### config.mk
export PLATFORM = sky130hd
export DESIGN_NAME = fir_coeff_ctrl_flat
export DESIGN_NICKNAME = d
export VERILOG_FILES = /design/src/rtl/fir_coeff_ctrl_if.sv /design/src/rtl/fir_coeff_ctrl.sv /design/src/flat_wrapper.sv
export SDC_FILE = /design/constraint.sdc
export NUM_CORES = 1
export LEC_CHECK = 0
export BUFFER_PORTS_ARGS = -buffer_cell sky130_fd_sc_hd__buf_2
export CELL_PAD_IN_SITES_DETAIL_PLACEMENT = 0
export CELL_PAD_IN_SITES_GLOBAL_PLACEMENT = 1
export CORE_ASPECT_RATIO = 0.7
export CORE_MARGIN = 8
export CORE_UTILIZATION = 48
export CTS_BUF_LIST = sky130_fd_sc_hd__clkbuf_16
export CTS_CLUSTER_SIZE = 28
export DETAILED_ROUTE_END_ITERATION = 10
export GPL_TIMING_DRIVEN = 0
export PLACE_DENSITY_LB_ADDON = 0.08
export SYNTH_ARGS = -nofsm -noshare
export SYNTH_HDL_FRONTEND = slang
export SYNTH_SLANG_ARGS = --single-unit
### constraint.sdc
create_clock -name clk -period 4 [get_ports clk]
set_clock_uncertainty 0.15 [all_clocks]
set_input_delay 0.2 -clock clk [delete_from_list [all_inputs] [get_ports clk]]
set_output_delay 0.2 -clock clk [all_outputs]
set_load 0.01 [all_outputs]
### src/rtl/fir_coeff_ctrl_if.sv
// Host/FIR-side bundle for the coefficient controller: host write port,
// commit handshake, sample strobe and the active coefficient bus.
interface fir_coeff_ctrl_if #(
  parameter int COEFF_WIDTH = 8,
  parameter int NUM_TAPS    = 4,
  parameter int ADDR_WIDTH  = 2
);
  logic                            wr_valid;
  logic                            wr_ready;
  logic [ADDR_WIDTH-1:0]           wr_addr;
  logic [COEFF_WIDTH-1:0]          wr_data;
  logic                            commit;
  logic                            commit_ack;
  logic                            commit_drop;
  logic                            sample_en;
  logic [COEFF_WIDTH*NUM_TAPS-1:0] coeff;
  logic                            bank_id;
  logic                            out_valid;
  logic                            busy;

  // Host / FIR side
  modport master (
    output wr_valid, wr_addr, wr_data, commit, sample_en,
    input  wr_ready, commit_ack, commit_drop, coeff, bank_id, out_valid, busy
  );

  // Controller side
  modport slave (
    input  wr_valid, wr_addr, wr_data, commit, sample_en,
    output wr_ready, commit_ack, commit_drop, coeff, bank_id, out_valid, busy
  );
endinterface

### src/rtl/fir_coeff_ctrl.sv
// FIR coefficient controller: host writes a shadow bank, a commit copies it
// into the active bank on the next sample boundary, and out_valid is masked
// until the tap pipeline has refilled with samples under the new set.
module fir_coeff_ctrl #(
  parameter int COEFF_WIDTH = 8,
  parameter int NUM_TAPS    = 4,
  parameter int ADDR_WIDTH  = 2
) (
  input  logic              clk,
  input  logic              rst,
  fir_coeff_ctrl_if.slave   bus
);

  localparam int              CNT_W    = $clog2(NUM_TAPS);
  localparam logic [CNT_W-1:0] CNT_LAST = CNT_W'(NUM_TAPS - 1);
  localparam logic [CNT_W-1:0] CNT_ONE  = CNT_W'(1);
  localparam logic [CNT_W-1:0] CNT_ZERO = CNT_W'(0);

  typedef enum logic [1:0] {
    ST_IDLE    = 2'd0,
    ST_PENDING = 2'd1,
    ST_FLUSH   = 2'd2
  } state_t;

  state_t                 state_r;
  state_t                 state_nxt_s;
  logic [CNT_W-1:0]       cnt_r;
  logic [COEFF_WIDTH-1:0] shadow_r [NUM_TAPS];
  logic [COEFF_WIDTH-1:0] active_r [NUM_TAPS];
  logic                   bank_id_r;
  logic                   out_valid_r;
  logic                   commit_ack_r;
  logic                   commit_drop_r;

  logic                   busy_s;
  logic                   wr_ready_s;
  logic                   wr_acc_s;
  logic                   xfer_s;
  logic                   flush_step_s;
  logic                   flush_done_s;
  logic [COEFF_WIDTH*NUM_TAPS-1:0] coeff_s;

  // State register; reset lands in FLUSH so the pipeline refills first
  always_ff @(posedge clk or posedge rst) begin
    if (rst) begin
      state_r <= ST_FLUSH;
    end else begin
      state_r <= state_nxt_s;
    end
  end

  // Next-state decode
  always_comb begin
    state_nxt_s = state_r;
    case (state_r)
      ST_IDLE: begin
        if (bus.commit) state_nxt_s = ST_PENDING;
        else            state_nxt_s = ST_IDLE;
      end
      ST_PENDING: begin
        if (bus.sample_en) state_nxt_s = ST_FLUSH;
        else               state_nxt_s = ST_PENDING;
      end
      ST_FLUSH: begin
        if (bus.sample_en && (cnt_r == CNT_LAST)) state_nxt_s = ST_IDLE;
        else                                      state_nxt_s = ST_FLUSH;
      end
      default: state_nxt_s = ST_FLUSH;
    endcase
  end

  // State-decoded controls: write gating, transfer and flush strobes
  always_comb begin
    busy_s       = 1'b1;
    wr_ready_s   = 1'b1;
    xfer_s       = 1'b0;
    flush_step_s = 1'b0;
    flush_done_s = 1'b0;
    case (state_r)
      ST_IDLE: begin
        busy_s     = 1'b0;
        wr_ready_s = 1'b1;
      end
      ST_PENDING: begin
        busy_s     = 1'b1;
        wr_ready_s = 1'b0;
        xfer_s     = bus.sample_en;
      end
      ST_FLUSH: begin
        busy_s       = 1'b1;
        wr_ready_s   = 1'b1;
        flush_step_s = bus.sample_en;
        flush_done_s = bus.sample_en && (cnt_r == CNT_LAST);
      end
      default: begin
        busy_s     = 1'b1;
        wr_ready_s = 1'b1;
      end
    endcase
  end

  assign wr_acc_s = bus.wr_valid & wr_ready_s;

  // Shadow bank: addresses beyond the last tap match no entry and are dropped
  always_ff @(posedge clk or posedge rst) begin
    if (rst) begin
      for (int i = 0; i < NUM_TAPS; i++) shadow_r[i] <= {COEFF_WIDTH{1'b0}};
    end else begin
      for (int i = 0; i < NUM_TAPS; i++) begin
        if (wr_acc_s && (bus.wr_addr == ADDR_WIDTH'(i))) shadow_r[i] <= bus.wr_data;
        else                                            shadow_r[i] <= shadow_r[i];
      end
    end
  end

  // Active bank: whole-bank copy on the sample boundary; shadow is kept
  always_ff @(posedge clk or posedge rst) begin
    if (rst) begin
      for (int i = 0; i < NUM_TAPS; i++) active_r[i] <= {COEFF_WIDTH{1'b0}};
    end else if (xfer_s) begin
      active_r <= shadow_r;
    end else begin
      active_r <= active_r;
    end
  end

  // Refill counter: counts samples taken under the new coefficient set
  always_ff @(posedge clk or posedge rst) begin
    if (rst) begin
      cnt_r <= CNT_ZERO;
    end else if (xfer_s || flush_done_s) begin
      cnt_r <= CNT_ZERO;
    end else if (flush_step_s) begin
      cnt_r <= cnt_r + CNT_ONE;
    end else begin
      cnt_r <= cnt_r;
    end
  end

  // Registered status: validity mask, bank toggle and one-cycle pulses
  always_ff @(posedge clk or posedge rst) begin
    if (rst) begin
      out_valid_r   <= 1'b0;
      bank_id_r     <= 1'b0;
      commit_ack_r  <= 1'b0;
      commit_drop_r <= 1'b0;
    end else begin
      if (xfer_s)            out_valid_r <= 1'b0;
      else if (flush_done_s) out_valid_r <= 1'b1;
      else                   out_valid_r <= out_valid_r;
      if (xfer_s) bank_id_r <= ~bank_id_r;
      else        bank_id_r <= bank_id_r;
      commit_ack_r  <= xfer_s;
      commit_drop_r <= bus.commit && (state_r != ST_IDLE);
    end
  end

  // Flatten the active bank onto the FIR coefficient bus, tap 0 in the LSBs
  always_comb begin
    coeff_s = {(COEFF_WIDTH*NUM_TAPS){1'b0}};
    for (int i = 0; i < NUM_TAPS; i++) coeff_s[COEFF_WIDTH*i +: COEFF_WIDTH] = active_r[i];
  end

  assign bus.coeff       = coeff_s;
  assign bus.bank_id     = bank_id_r;
  assign bus.out_valid   = out_valid_r;
  assign bus.commit_ack  = commit_ack_r;
  assign bus.commit_drop = commit_drop_r;
  assign bus.busy        = busy_s;
  assign bus.wr_ready    = wr_ready_s;

endmodule

### src/flat_wrapper.sv
// flat-port wrapper written by rule: the top's interface ports become plain ports
module fir_coeff_ctrl_flat 
#(
  parameter int COEFF_WIDTH = 8,
  parameter int NUM_TAPS    = 4,
  parameter int ADDR_WIDTH  = 2
)
  (clk, rst, bus_wr_valid, bus_wr_addr, bus_wr_data, bus_commit, bus_sample_en, bus_wr_ready, bus_commit_ack, bus_commit_drop, bus_coeff, bus_bank_id, bus_out_valid, bus_busy);
  fir_coeff_ctrl_if #(.COEFF_WIDTH(COEFF_WIDTH), .NUM_TAPS(NUM_TAPS), .ADDR_WIDTH(ADDR_WIDTH)) bus_i ();
  input  logic clk;
  input  logic rst;
  input wire logic [$bits(bus_i.wr_valid)-1:0] bus_wr_valid;
  input wire logic [$bits(bus_i.wr_addr)-1:0] bus_wr_addr;
  input wire logic [$bits(bus_i.wr_data)-1:0] bus_wr_data;
  input wire logic [$bits(bus_i.commit)-1:0] bus_commit;
  input wire logic [$bits(bus_i.sample_en)-1:0] bus_sample_en;
  output wire logic [$bits(bus_i.wr_ready)-1:0] bus_wr_ready;
  output wire logic [$bits(bus_i.commit_ack)-1:0] bus_commit_ack;
  output wire logic [$bits(bus_i.commit_drop)-1:0] bus_commit_drop;
  output wire logic [$bits(bus_i.coeff)-1:0] bus_coeff;
  output wire logic [$bits(bus_i.bank_id)-1:0] bus_bank_id;
  output wire logic [$bits(bus_i.out_valid)-1:0] bus_out_valid;
  output wire logic [$bits(bus_i.busy)-1:0] bus_busy;
  assign bus_i.wr_valid = bus_wr_valid;
  assign bus_i.wr_addr = bus_wr_addr;
  assign bus_i.wr_data = bus_wr_data;
  assign bus_i.commit = bus_commit;
  assign bus_i.sample_en = bus_sample_en;
  assign bus_wr_ready = bus_i.wr_ready;
  assign bus_commit_ack = bus_i.commit_ack;
  assign bus_commit_drop = bus_i.commit_drop;
  assign bus_coeff = bus_i.coeff;
  assign bus_bank_id = bus_i.bank_id;
  assign bus_out_valid = bus_i.out_valid;
  assign bus_busy = bus_i.busy;
  fir_coeff_ctrl #(.COEFF_WIDTH(COEFF_WIDTH), .NUM_TAPS(NUM_TAPS), .ADDR_WIDTH(ADDR_WIDTH)) u_core (.clk(clk), .rst(rst), .bus(bus_i));
endmodule
==> impl_metrics.ini <==
[finish]
final_layout_size_suffix_gt1_share_pct = 58.9
final_area_sq_um = 3480
n_antenna_cell = 0
fill_cells = 443
regArea_sq_um = 1800
area.growth.synth_to_final_pct = 24.7
final_cells = 321
fin_nets = 257
multiInputGateArea_sq_um = 941

[drt]
drt_wl_total_mm = 5.61
antenna_left = 0
vias_per_cell = 5.08
vias = 1632
wl_per_cell_um = 17.5
first_iter_violations = 46
drt_first_pass_iters = 4
drc = 0

[hold_path]
hold_class = in2reg

[setup_path]
worst_setup_path_end_kind = flop
start_kind = flop
worstPathMaxFanout = 8
cp.required_ps = 4050
path_buf_inv = 1
criticalPathCategory = reg2reg
crit_chain = clkbuf_2 -> nor2b_4 -> nor3_2 -> mux2_2
slowest_delay_ps = 690
arrival_ps = 2130
cpLargestDelayFamily = simple AND/OR/NAND/NOR gates
slowest_stage = nor3_2

[placement]
gp_congestion = 0.709
dp_cells = 302
io_buffers = 51
place_hpwl_mm = 3.95
dpl_cell_area_sq_um = 3160

[clock_network]
cts.path.max_buffers = 2
ctsResizeCount = 0
cts_root_buffer = clkbuf_16
cts_tree = built
numCtsBuffers = 9
clkSinkCount = 72
clkTransAtPathRegs_ps = 50
h-tree-depth = 3
clkLatencyLatePin_ps = 320

[die]
fp-row-count = 23
die_height_um = 79.8
start_util_pct = 49.2
io_pins = 53
core-area_sq_um = 5670
die-area_sq_um = 8550
dieWidth_um = 107

[sta]
fmax_ghz = 0.481
finalCritPeriodShare_pct = 51.9
final-setup-viol-count = 0
slew_headroom_pct = 42.4
hold_ws_ps = 11.8
hold_viol = 0
finalCriticalPeriod_ps = 2080
slew_viol_final = 0
rsz0062_at_grt = no
tightest_slew_ps = 860
finalSetupTns_ps = 0

[global_routing]
grt.overflow.total = 0
antenna_found_initial = 0
grt_max_degree = 49
grt_pass1_wl_mm = 9.45
grt_usage_pct = 14.5
grt_pass1_vias = 1860

[logic_synthesis]
synth_area_sq_um = 2790
netlist.area_leader.share_pct = 63.7
yosys_warnings = 0
synth_area_leaders = dfrtp_1 64%, mux2_2 26%, dfstp_2 0.94%
synthFlopType = dfrtp_1
post-synth-top-count-cell = dfrtp_1
synth_common_cells = 71 x dfrtp_1, 64 x mux2_2, 5 x inv_1
synth_seq_area_share_pct = 64.6
syn_avg_cell_area_sq_um = 15.9
synthCells = 175
syn-num-nets = 191
synth_edf_count = 0
netlist.top_cell.by_area = dfrtp_1
ys_ff_latch = 72
yosys.cell_types.count = 27
async_flop_share_pct = 100

[outcome]
status = finished clean

[pwr]
p_leak_nw = 1.65
power.density_nw_per_um2 = 753
ir_drop_mv = 0.324

[flow_run]
maxCapViolCount = 0
final timing paths:
| path | from | endpoint | slack (ps) | cells after the start |
|---|---|---|---|---|
| worst max-delay path | u_core.state_r[0] | u_core.shadow_r[21] | 1920 | 4 |
| worst min-delay path | bus_wr_data[0] | u_core.shadow_r[0] | 10 | 2 |
| worst max register to register | u_core.state_r[0] | u_core.shadow_r[21] | 1920 | 4 |
| worst min register to register | u_core.bus.bank_id | u_core.bus.bank_id | 320 | 1 |
| max in group asynchronous | rst | u_core.bus.bank_id | 2750 | 4 |
| min in group asynchronous | rst | u_core.bus.out_valid | 320 | 3 |
timing repair:
item / CTS / global route
hold endpoints to repair: 27 / 0
setup endpoints to repair: 0 / 0
setup buffers: 0 / 0
hold buffers: 3 / 0
worst reg2reg max path, delay by kind of cell, from the launching register on:
kind,cells,cell delay (ps)
buffers and inverters,1,170
flip-flops,1,350
multiplexers,1,420
AND/OR/NAND/NOR,2,870
where the power goes:
group / switching [mW] / internal (mW) / total (mW)
clock: 0.284 / 0.476 / 0.760
sequential: 0.138 / 1.01 / 1.15
combinational: 0.332 / 0.379 / 0.711
total: 0.753 / 1.87 / 2.62
flip-flops by register name, summed over array words and instances (netlist names):
signal	count
u_core.bus.commit_drop	1
u_core.bus.coeff	32
u_core.bus.bank_id	1
u_core.state_r	2
u_core.bus.out_valid	1
u_core.shadow_r	32
u_core.cnt_r	2
u_core.bus.commit_ack	1
placed cells by master, fill, tap and decap left out, drive strengths merged:
cell type,count
xnor2,1
o21ai,4
a22o,1
clkinv,3
nor3,1
dlygate4sd3,3
mux2i,1
a21oi,1
inv,6
clkbuf,12
and4b,1
clkinvlp,2
nand2,5
dfstp,1
nor2b,2
mux2,64
nand4,1
a31oi,2
nand4b,1
nor4b,1
dfrtp,71
nor2,2
and2,1
bufinv,1
a21bo,1
or2,1
ha,1
buf,55
metrics by stage:
step                utilization [%]  setup slack (ps)  total power [mW]
global placement               55.4              1210              1.83
detailed placement             55.7              1930              1.89
finish                         61.4              1920              2.62
floorplan                         -              1830              1.58
global route                   61.4              1860              2.79
CTS                            61.4              1920              2.67
cell families after synthesis:
family	count (synthesis)	synth area share, %
fa+ha+maj	1	0.448
simple gates	16	4.75
mux	65	26.2
flops	72	64.6
xor+xnor	1	0.314
compound gates	9	2.02
buf+inv	11	1.66
routing by layer:
layer  global-route usage [%]  wire [um]  share of wire, %
met4                     5.87         83               1.5
met2                     24.0       2730                49
met1                     16.7       2440                43
met5                        0          0                 0
met3                     5.48        354               6.3
layout make-up:
class                   instances  share of cell area (%)
well taps                      75                    2.70
plain buffers                   6                   0.791
clock buffers                   9                    6.47
clock inverters                 7                    1.83
flip-flops and latches         72                    51.8
repair buffers                 55                    8.78
inverters                       5                   0.540
multi-input cells              92                    27.1
No activity file was read; power rests on OpenSTA's default activity.
